<file path="config.mk">
export PLATFORM = sky130hd
export DESIGN_NAME = refresh_scheduler_flat
export DESIGN_NICKNAME = d
export VERILOG_FILES = /design/src/rtl/refresh_pkg.sv /design/src/rtl/refresh_scheduler_if.sv /design/src/rtl/refresh_rank_credit.sv /design/src/rtl/refresh_scheduler.sv /design/src/flat_wrapper.sv
export SDC_FILE = /design/constraint.sdc
export NUM_CORES = 1
export LEC_CHECK = 0
export CAP_MARGIN = 20
export CORE_AREA = 2 2 83 53
export CTS_CLUSTER_DIAMETER = 100
export DETAILED_ROUTE_END_ITERATION = 8
export DIE_AREA = 0 0 85 55
export GPL_TIMING_DRIVEN = 0
export PLACE_DENSITY = 0.89
export SLEW_MARGIN = 5
export SYNTH_ARGS = -nofsm -noshare
export SYNTH_HDL_FRONTEND = slang
export SYNTH_HIERARCHICAL = 1
export SYNTH_SLANG_ARGS = --single-unit
</file>
<file path="constraint.sdc">
create_clock -name clk -period 2.65 [get_ports clk]
set_input_delay 0.53 -clock clk [delete_from_list [all_inputs] [get_ports clk]]
set_output_delay 0.53 -clock clk [all_outputs]
set_load 0.01 [all_outputs]
</file>
<file path="src/rtl/refresh_pkg.sv">
// Shared types and sizing helpers for the multi-rank refresh scheduler.
package refresh_pkg;

  typedef enum logic [1:0] {
    URG_NONE    = 2'd0,
    URG_PENDING = 2'd1,
    URG_HIGH    = 2'd2,
    URG_FORCE   = 2'd3
  } urgency_t;

  // Signed width that holds -max_pre .. +max_post.
  function automatic int credit_w(input int max_post, input int max_pre);
    int m;
    m = (max_post > max_pre) ? max_post : max_pre;
    return $clog2(m + 1) + 1;
  endfunction

  function automatic int rank_w(input int n);
    return (n <= 1) ? 1 : $clog2(n);
  endfunction

endpackage

</file>
<file path="src/rtl/refresh_scheduler_if.sv">
// Scheduler-facing and command-generator-facing signals of the refresh scheduler.
interface refresh_scheduler_if #(
  parameter int NUM_RANKS = 2
);
  import refresh_pkg::*;

  localparam int RANK_W = rank_w(NUM_RANKS);

  logic [NUM_RANKS-1:0]   ref_req;
  logic [2*NUM_RANKS-1:0] urgency;
  logic [NUM_RANKS-1:0]   block_rank;
  logic                   ref_valid;
  logic [RANK_W-1:0]      ref_rank;
  logic                   ref_ready;

  modport master (
    input  ref_req, ref_ready,
    output urgency, block_rank, ref_valid, ref_rank
  );

  modport slave (
    output ref_req, ref_ready,
    input  urgency, block_rank, ref_valid, ref_rank
  );

endinterface

</file>
<file path="src/rtl/refresh_rank_credit.sv">
// Per-rank signed refresh credit with saturation at the postpone limit and registered urgency.
module refresh_rank_credit
  import refresh_pkg::*;
#(
  parameter int MAX_POSTPONE = 8,
  parameter int MAX_PREPONE  = 8,
  parameter int CRED_W       = credit_w(MAX_POSTPONE, MAX_PREPONE)
) (
  input  logic                     clk,
  input  logic                     rstn,
  input  logic                     tick,
  input  logic                     dec,
  output logic signed [CRED_W-1:0] credit,
  output urgency_t                 urgency,
  output logic                     ovf
);

  localparam logic signed [CRED_W-1:0] CMAX  = CRED_W'(MAX_POSTPONE);
  localparam logic signed [CRED_W-1:0] CHALF = CRED_W'(MAX_POSTPONE / 2);
  localparam logic signed [CRED_W-1:0] CZERO = '0;
  localparam logic signed [CRED_W-1:0] CONE  = CRED_W'(1);

  logic signed [CRED_W-1:0] credit_nxt;

  function automatic urgency_t urg_of(input logic signed [CRED_W-1:0] c);
    if (c <= CZERO) return URG_NONE;
    if (c <= CHALF) return URG_PENDING;
    if (c < CMAX)   return URG_HIGH;
    return URG_FORCE;
  endfunction

  // Tick and accept together cancel; a tick at the limit is absorbed.
  always_comb begin
    credit_nxt = credit;
    if (tick && !dec) begin
      if (credit != CMAX) credit_nxt = credit + CONE;
    end else if (dec && !tick) begin
      credit_nxt = credit - CONE;
    end
  end

  assign ovf = tick && (credit == CMAX);

  always_ff @(posedge clk or negedge rstn) begin
    if (!rstn) begin
      credit  <= '0;
      urgency <= URG_NONE;
    end else begin
      credit  <= credit_nxt;
      urgency <= urg_of(credit_nxt);
    end
  end

endmodule

</file>
<file path="src/rtl/refresh_scheduler.sv">
// Multi-rank refresh scheduler: tREFI interval counter, per-rank credits, arbiter and command FSM.
// Optional REFRESH_SCHEDULER_STATS_EN adds saturating forced/preponed refresh counters.
module refresh_scheduler
  import refresh_pkg::*;
#(
  parameter int NUM_RANKS    = 2,
  parameter int TREFI_CYCLES = 7800,
  parameter int MAX_POSTPONE = 8,
  parameter int MAX_PREPONE  = 8,
  parameter int STAGGER      = 1
) (
  input  logic                 clk,
  input  logic                 rstn,
  refresh_scheduler_if.master  bus,
  output logic                 overflow_err
`ifdef REFRESH_SCHEDULER_STATS_EN
  ,
  output logic [15:0]          stat_forced,
  output logic [15:0]          stat_preponed
`endif
);

  localparam int RANK_W  = rank_w(NUM_RANKS);
  localparam int CRED_W  = credit_w(MAX_POSTPONE, MAX_PREPONE);
  localparam int CNT_W   = (TREFI_CYCLES > 1) ? $clog2(TREFI_CYCLES) : 1;
  localparam int SPACING = (STAGGER != 0) ? TREFI_CYCLES / NUM_RANKS : 0;
  localparam logic signed [CRED_W-1:0] CMAX  = CRED_W'(MAX_POSTPONE);
  localparam logic signed [CRED_W-1:0] CMIN  = CRED_W'(-MAX_PREPONE);
  localparam logic signed [CRED_W-1:0] CZERO = '0;

  typedef enum logic {S_IDLE, S_ISSUE} state_t;

  logic [CNT_W-1:0]         cnt, cnt_nxt;
  logic [NUM_RANKS-1:0]     tick_q, dec, ovf, blk_vec;
  logic [2*NUM_RANKS-1:0]   urg_vec;
  logic signed [CRED_W-1:0] credit [NUM_RANKS];
  urgency_t                 urg [NUM_RANKS];
  logic                     found_f, found_p, found_e, cand_vld;
  logic [RANK_W-1:0]        cand, cand_f, cand_p, cand_e;
  logic signed [CRED_W-1:0] best;
  state_t                   state;
  logic                     valid_q;
  logic [RANK_W-1:0]        rank_q;

  assign cnt_nxt = (cnt == CNT_W'(TREFI_CYCLES - 1)) ? '0 : cnt + CNT_W'(1);

  // Ticks are registered off the next count, so the reset cycle itself never ticks.
  always_ff @(posedge clk or negedge rstn) begin
    if (!rstn) begin
      cnt    <= '0;
      tick_q <= '0;
    end else begin
      cnt <= cnt_nxt;
      for (int r = 0; r < NUM_RANKS; r++) tick_q[r] <= (cnt_nxt == CNT_W'(r * SPACING));
    end
  end

  assign dec = (valid_q && bus.ref_ready) ? (NUM_RANKS'(1) << rank_q) : '0;

  for (genvar r = 0; r < NUM_RANKS; r++) begin : g_rank
    refresh_rank_credit #(
      .MAX_POSTPONE (MAX_POSTPONE),
      .MAX_PREPONE  (MAX_PREPONE),
      .CRED_W       (CRED_W)
    ) u_credit (
      .clk     (clk),
      .rstn    (rstn),
      .tick    (tick_q[r]),
      .dec     (dec[r]),
      .credit  (credit[r]),
      .urgency (urg[r]),
      .ovf     (ovf[r])
    );
  end

  always_comb begin
    urg_vec = '0;
    blk_vec = '0;
    for (int r = 0; r < NUM_RANKS; r++) begin
      urg_vec[2*r +: 2] = urg[r];
      blk_vec[r]        = (urg[r] == URG_FORCE);
    end
  end

  assign bus.urgency    = urg_vec;
  assign bus.block_rank = blk_vec;
  assign bus.ref_valid  = valid_q;
  assign bus.ref_rank   = rank_q;

  // Forced first, then owed-and-requested by credit, then preponed requests.
  always_comb begin
    found_f = 1'b0; found_p = 1'b0; found_e = 1'b0;
    cand_f  = '0;   cand_p  = '0;   cand_e  = '0;
    best    = '0;
    for (int r = 0; r < NUM_RANKS; r++) begin
      if (!found_f && credit[r] == CMAX) begin
        found_f = 1'b1;
        cand_f  = RANK_W'(r);
      end
      if (bus.ref_req[r] && credit[r] > CZERO && (!found_p || credit[r] > best)) begin
        found_p = 1'b1;
        cand_p  = RANK_W'(r);
        best    = credit[r];
      end
      if (!found_e && bus.ref_req[r] && credit[r] > CMIN) begin
        found_e = 1'b1;
        cand_e  = RANK_W'(r);
      end
    end
    cand_vld = found_f || found_p || found_e;
    cand     = found_f ? cand_f : (found_p ? cand_p : cand_e);
  end

  always_ff @(posedge clk or negedge rstn) begin
    if (!rstn) begin
      state   <= S_IDLE;
      valid_q <= 1'b0;
      rank_q  <= '0;
    end else begin
      case (state)
        S_IDLE: if (cand_vld) begin
          state   <= S_ISSUE;
          valid_q <= 1'b1;
          rank_q  <= cand;
        end
        S_ISSUE: if (bus.ref_ready) begin
          state   <= S_IDLE;
          valid_q <= 1'b0;
        end
      endcase
    end
  end

  always_ff @(posedge clk or negedge rstn) begin
    if (!rstn)     overflow_err <= 1'b0;
    else if (|ovf) overflow_err <= 1'b1;
  end

`ifdef REFRESH_SCHEDULER_STATS_EN
  logic forced_q, prepone_q;

  // Command class is captured at selection and counted when the command is accepted.
  always_ff @(posedge clk or negedge rstn) begin
    if (!rstn) begin
      forced_q      <= 1'b0;
      prepone_q     <= 1'b0;
      stat_forced   <= '0;
      stat_preponed <= '0;
    end else begin
      if (state == S_IDLE && cand_vld) begin
        forced_q  <= found_f;
        prepone_q <= !found_f && !found_p;
      end
      if (valid_q && bus.ref_ready) begin
        if (forced_q && stat_forced != 16'hFFFF)    stat_forced   <= stat_forced + 16'd1;
        if (prepone_q && stat_preponed != 16'hFFFF) stat_preponed <= stat_preponed + 16'd1;
      end
    end
  end
`endif

endmodule
</file>
<file path="src/flat_wrapper.sv">
// flat-port wrapper written by rule: the top's interface ports become plain ports
module refresh_scheduler_flat import refresh_pkg::*;
#(
  parameter int NUM_RANKS    = 2,
  parameter int TREFI_CYCLES = 7800,
  parameter int MAX_POSTPONE = 8,
  parameter int MAX_PREPONE  = 8,
  parameter int STAGGER      = 1
)
  (clk, rstn, overflow_err, bus_ref_req, bus_ref_ready, bus_urgency, bus_block_rank, bus_ref_valid, bus_ref_rank);
  refresh_scheduler_if #(.NUM_RANKS(NUM_RANKS)) bus_i ();
  input  logic clk;
  input  logic rstn;
  output logic overflow_err;
  input wire logic [$bits(bus_i.ref_req)-1:0] bus_ref_req;
  input wire logic [$bits(bus_i.ref_ready)-1:0] bus_ref_ready;
  output wire logic [$bits(bus_i.urgency)-1:0] bus_urgency;
  output wire logic [$bits(bus_i.block_rank)-1:0] bus_block_rank;
  output wire logic [$bits(bus_i.ref_valid)-1:0] bus_ref_valid;
  output wire logic [$bits(bus_i.ref_rank)-1:0] bus_ref_rank;
  assign bus_i.ref_req = bus_ref_req;
  assign bus_i.ref_ready = bus_ref_ready;
  assign bus_urgency = bus_i.urgency;
  assign bus_block_rank = bus_i.block_rank;
  assign bus_ref_valid = bus_i.ref_valid;
  assign bus_ref_rank = bus_i.ref_rank;
  refresh_scheduler #(.NUM_RANKS(NUM_RANKS), .TREFI_CYCLES(TREFI_CYCLES), .MAX_POSTPONE(MAX_POSTPONE), .MAX_PREPONE(MAX_PREPONE), .STAGGER(STAGGER)) u_core (.clk(clk), .rstn(rstn), .bus(bus_i), .overflow_err(overflow_err));
endmodule
</file>
==> results_dict.tcl <==
set metrics [dict create \
    syn_area_mm2 0.002233 \
    clkSinkCount 33 \
    synth_edf_count 0 \
    worstPathMaxFanout 4 \
    drv_cap 0 \
    max_freq_ghz 0.4175 \
    worstSkewPairLatency_ns 0.28 \
    row_count 18 \
    drt_first_pass_iters 4 \
    h-tree-depth 2 \
    first_global_vias 1702 \
    dp_hpwl_mm 3.367 \
    die_w_um 85 \
    p_leak_nw 1.133 \
    grt_use_met2_pct 36.20 \
    start_kind "primary input" \
    final_nets 258 \
    cts_tree "yes" \
    postRouteAntennaNets 0 \
    worstMarginPinSlew_ns 0.7409 \
    ys.warnings.count 6 \
    cts_hold_buf 0 \
    synthCells 221 \
    fin_crit_sh_pct 90.38 \
    core_area_mm2 0.003941 \
    vias 1741 \
    finalSetupViolCount 0 \
    die-area_mm2 0.004675 \
    drv_slew 0 \
    ir_drop_v 0.0006659 \
    path_class "primary input to flip-flop" \
    cts_root_buffer "clkbuf_8" \
    fin_hold_ws_ns 0.3038 \
    netlist_top_cells_area "dfrtp_1 (37%), ha_1 (6.7%), xnor2_1 (3.1%), inv_1 (2.9%), nor2_1 (2.7%)" \
    drt_wl_total_mm 4.622 \
    yosys.area.top_type_share_pct 36.97 \
    num-fill-cells 318 \
    grt_max_degree 34 \
    antenna_found_initial 0 \
    cp_data_required_time_ns 2.86 \
    drc 0 \
    relSlewSlack_pct 50.61 \
    areaGrowthSynthToFinish_pct 13.61 \
    min_path_type "primary input to asynchronous set/reset pin" \
    yosysMostFrequentCell "dfrtp_1" \
    grt_overflow 0 \
    grt_first_pass_wirelength_mm 8.031 \
    synth_area_per_cell_um2 10.11 \
    finalHoldViolCount 0 \
    drt_iter0_drc 86 \
    rsz0062_at_grt "false" \
    cts_made_buffers 5 \
    diodes 0 \
    worstPathArrival_ns 2.60 \
    drive_gt1_share_pct 14.46 \
    wl_per_cell_um 15.83 \
    period_minus_slack_ns 2.395 \
    synth_common_cells "dfrtp_1 (33), inv_1 (17), nor2_1 (16), ha_1 (12), nand2_1 (10)" \
    synth_seq_cells 33 \
    fp.dieH_um 55 \
    total_power_mw 2.324 \
    setup_tns_ns 0 \
    viasPerCell 5.962 \
    grtUsageTotal_pct 22.75 \
    cts_resized 0 \
    io_buffers 13 \
    grt_busiest_layer "met2" \
    status "finished, final reports clean" \
    ios 14 \
    yosys.area.top_type "dfrtp_1" \
    seq_area_frac_synth_pct 36.97 \
    async_flop_share_pct 100.0 \
    finalWeightedCongestion 0.9497 \
    ys.flop_type "dfrtp_1" \
    cts_max_path_buffers 2 \
    p_per_area_mw_per_mm2 915.9 \
    finClkSkew_ns 0.007030 \
    end_kind "flip-flop" \
    post_cts_buffers 0 \
    ys_types 60 \
    clk_pin_slew_ns 0.07 \
    met1_usage_pct 31.23 \
    start_util_pct 56.67 \
    gr-usage-met3_pct 5.935 \
    syn_nets 238 \
]
==> placed cells by master, fill, tap and decap left out, types with 3 or more instances in the layout <==
cell             instances
a21oi_1                  8
xor2_1                   5
and2_1                   4
dfrtp_1                 33
nand4_1                  6
nor3_1                   4
a22o_1                   5
clkdlybuf4s50_1         12
nor2_1                  16
nand2b_1                 3
xnor2_1                  8
mux2i_1                  3
o21bai_1                 3
nand3b_1                 3
nor2b_1                  5
o21ai_0                  6
inv_1                   17
and3_1                   3
clkbuf_8                 6
ha_1                    12
nand2_1                 10
or3_1                    3
a31oi_1                  7
nand3_1                  5
o41ai_1                  3
==> cell families after synthesis <==
| family | synth area share (%) |
|---|---|
| mux | 3.361 |
| xor+xnor | 5.098 |
| buf+inv | 3.529 |
| flops | 36.97 |
| simple gates | 26.84 |
| compound gates | 17.31 |
| other cells | 0.1679 |
| fa+ha+maj | 6.723 |
==> cell type report <==
| cell class | count | area [um^2] | area share, % |
|---|---|---|---|
| clock inverters | 1 | 30.03 | 1.183 |
| clock buffers | 7 | 86.33 | 3.402 |
| flip-flops and latches | 33 | 825.8 | 32.54 |
| repair buffers | 13 | 125.1 | 4.931 |
| well taps | 50 | 62.56 | 2.465 |
| inverters | 17 | 63.81 | 2.515 |
| plain buffers | 2 | 15.01 | 0.5917 |
| multi-input cells | 169 | 1329 | 52.37 |
==> critical path, cell delays in order <==
cell	delay (ns)
clkdlybuf4s50_1	0.55
nor2b_1	0.28
nand2_1	0.10
ha_1	0.32
nand4_1	0.13
o221ai_1	0.24
o21bai_1	0.12
a22o_1	0.18
a31oi_1	0.16
==> power by group <==
group	total, mW	switching [mW]	leakage, nW	internal [mW]
Clock	0.486	0.180	0.0585	0.306
Combinational	0.970	0.474	0.662	0.496
Sequential	0.868	0.233	0.412	0.635
==> final timing paths <==
kind                                startpoint                                    to  slack [ns]  depth (start not counted)
min in group clk           u_core/overflow_err                   u_core/overflow_err        0.47                          1
hold / removal                            rstn                  u_core/bus.ref_valid        0.30                          1
max in group asynchronous                 rstn  u_core/g_rank[1].u_credit/urgency[1]        1.87                          1
setup / recovery                bus_ref_req[0]                   u_core/bus.ref_rank        0.25                          9
setup reg to reg                 u_core/cnt[0]                      u_core/tick_q[0]        0.42                          6
hold reg to reg            u_core/overflow_err                   u_core/overflow_err        0.47                          1
==> state kept, by name, indices dropped and copies added, names as in the netlist <==
signal,cells
u_core/cnt,13
u_core/g_rank.u_credit/credit,10
u_core/g_rank.u_credit/urgency,4
u_core/tick_q,2
u_core/bus.ref_rank,1
u_core/bus.ref_valid,1
u_core/overflow_err,1
u_core/state,1
==> layer usage <==
| layer | wire length [um] | vias to the layer above |
|---|---|---|
| met3 | 271 | 4 |
| met1 | 2244 | 832 |
| li1 | - | 857 |
| met5 | 0 | - |
| met2 | 2082 | 48 |
| met4 | 23 | 0 |
==> stage by stage <==
step / cells / setup slack, ns / cell area [um^2] / utilization (%)
floorplan: 221 / 0.7528 / 2233 / -
global placement: 284 / 0.07696 / 2426 / 61.56
detailed placement: 284 / 0.009952 / 2421 / 61.43
CTS: 292 / 0.2826 / 2537 / 64.38
global route: 292 / 0.1443 / 2537 / 64.38
finish: 292 / 0.2548 / 2537 / 64.38
Note: power is estimated with default switching activity, not from simulation.
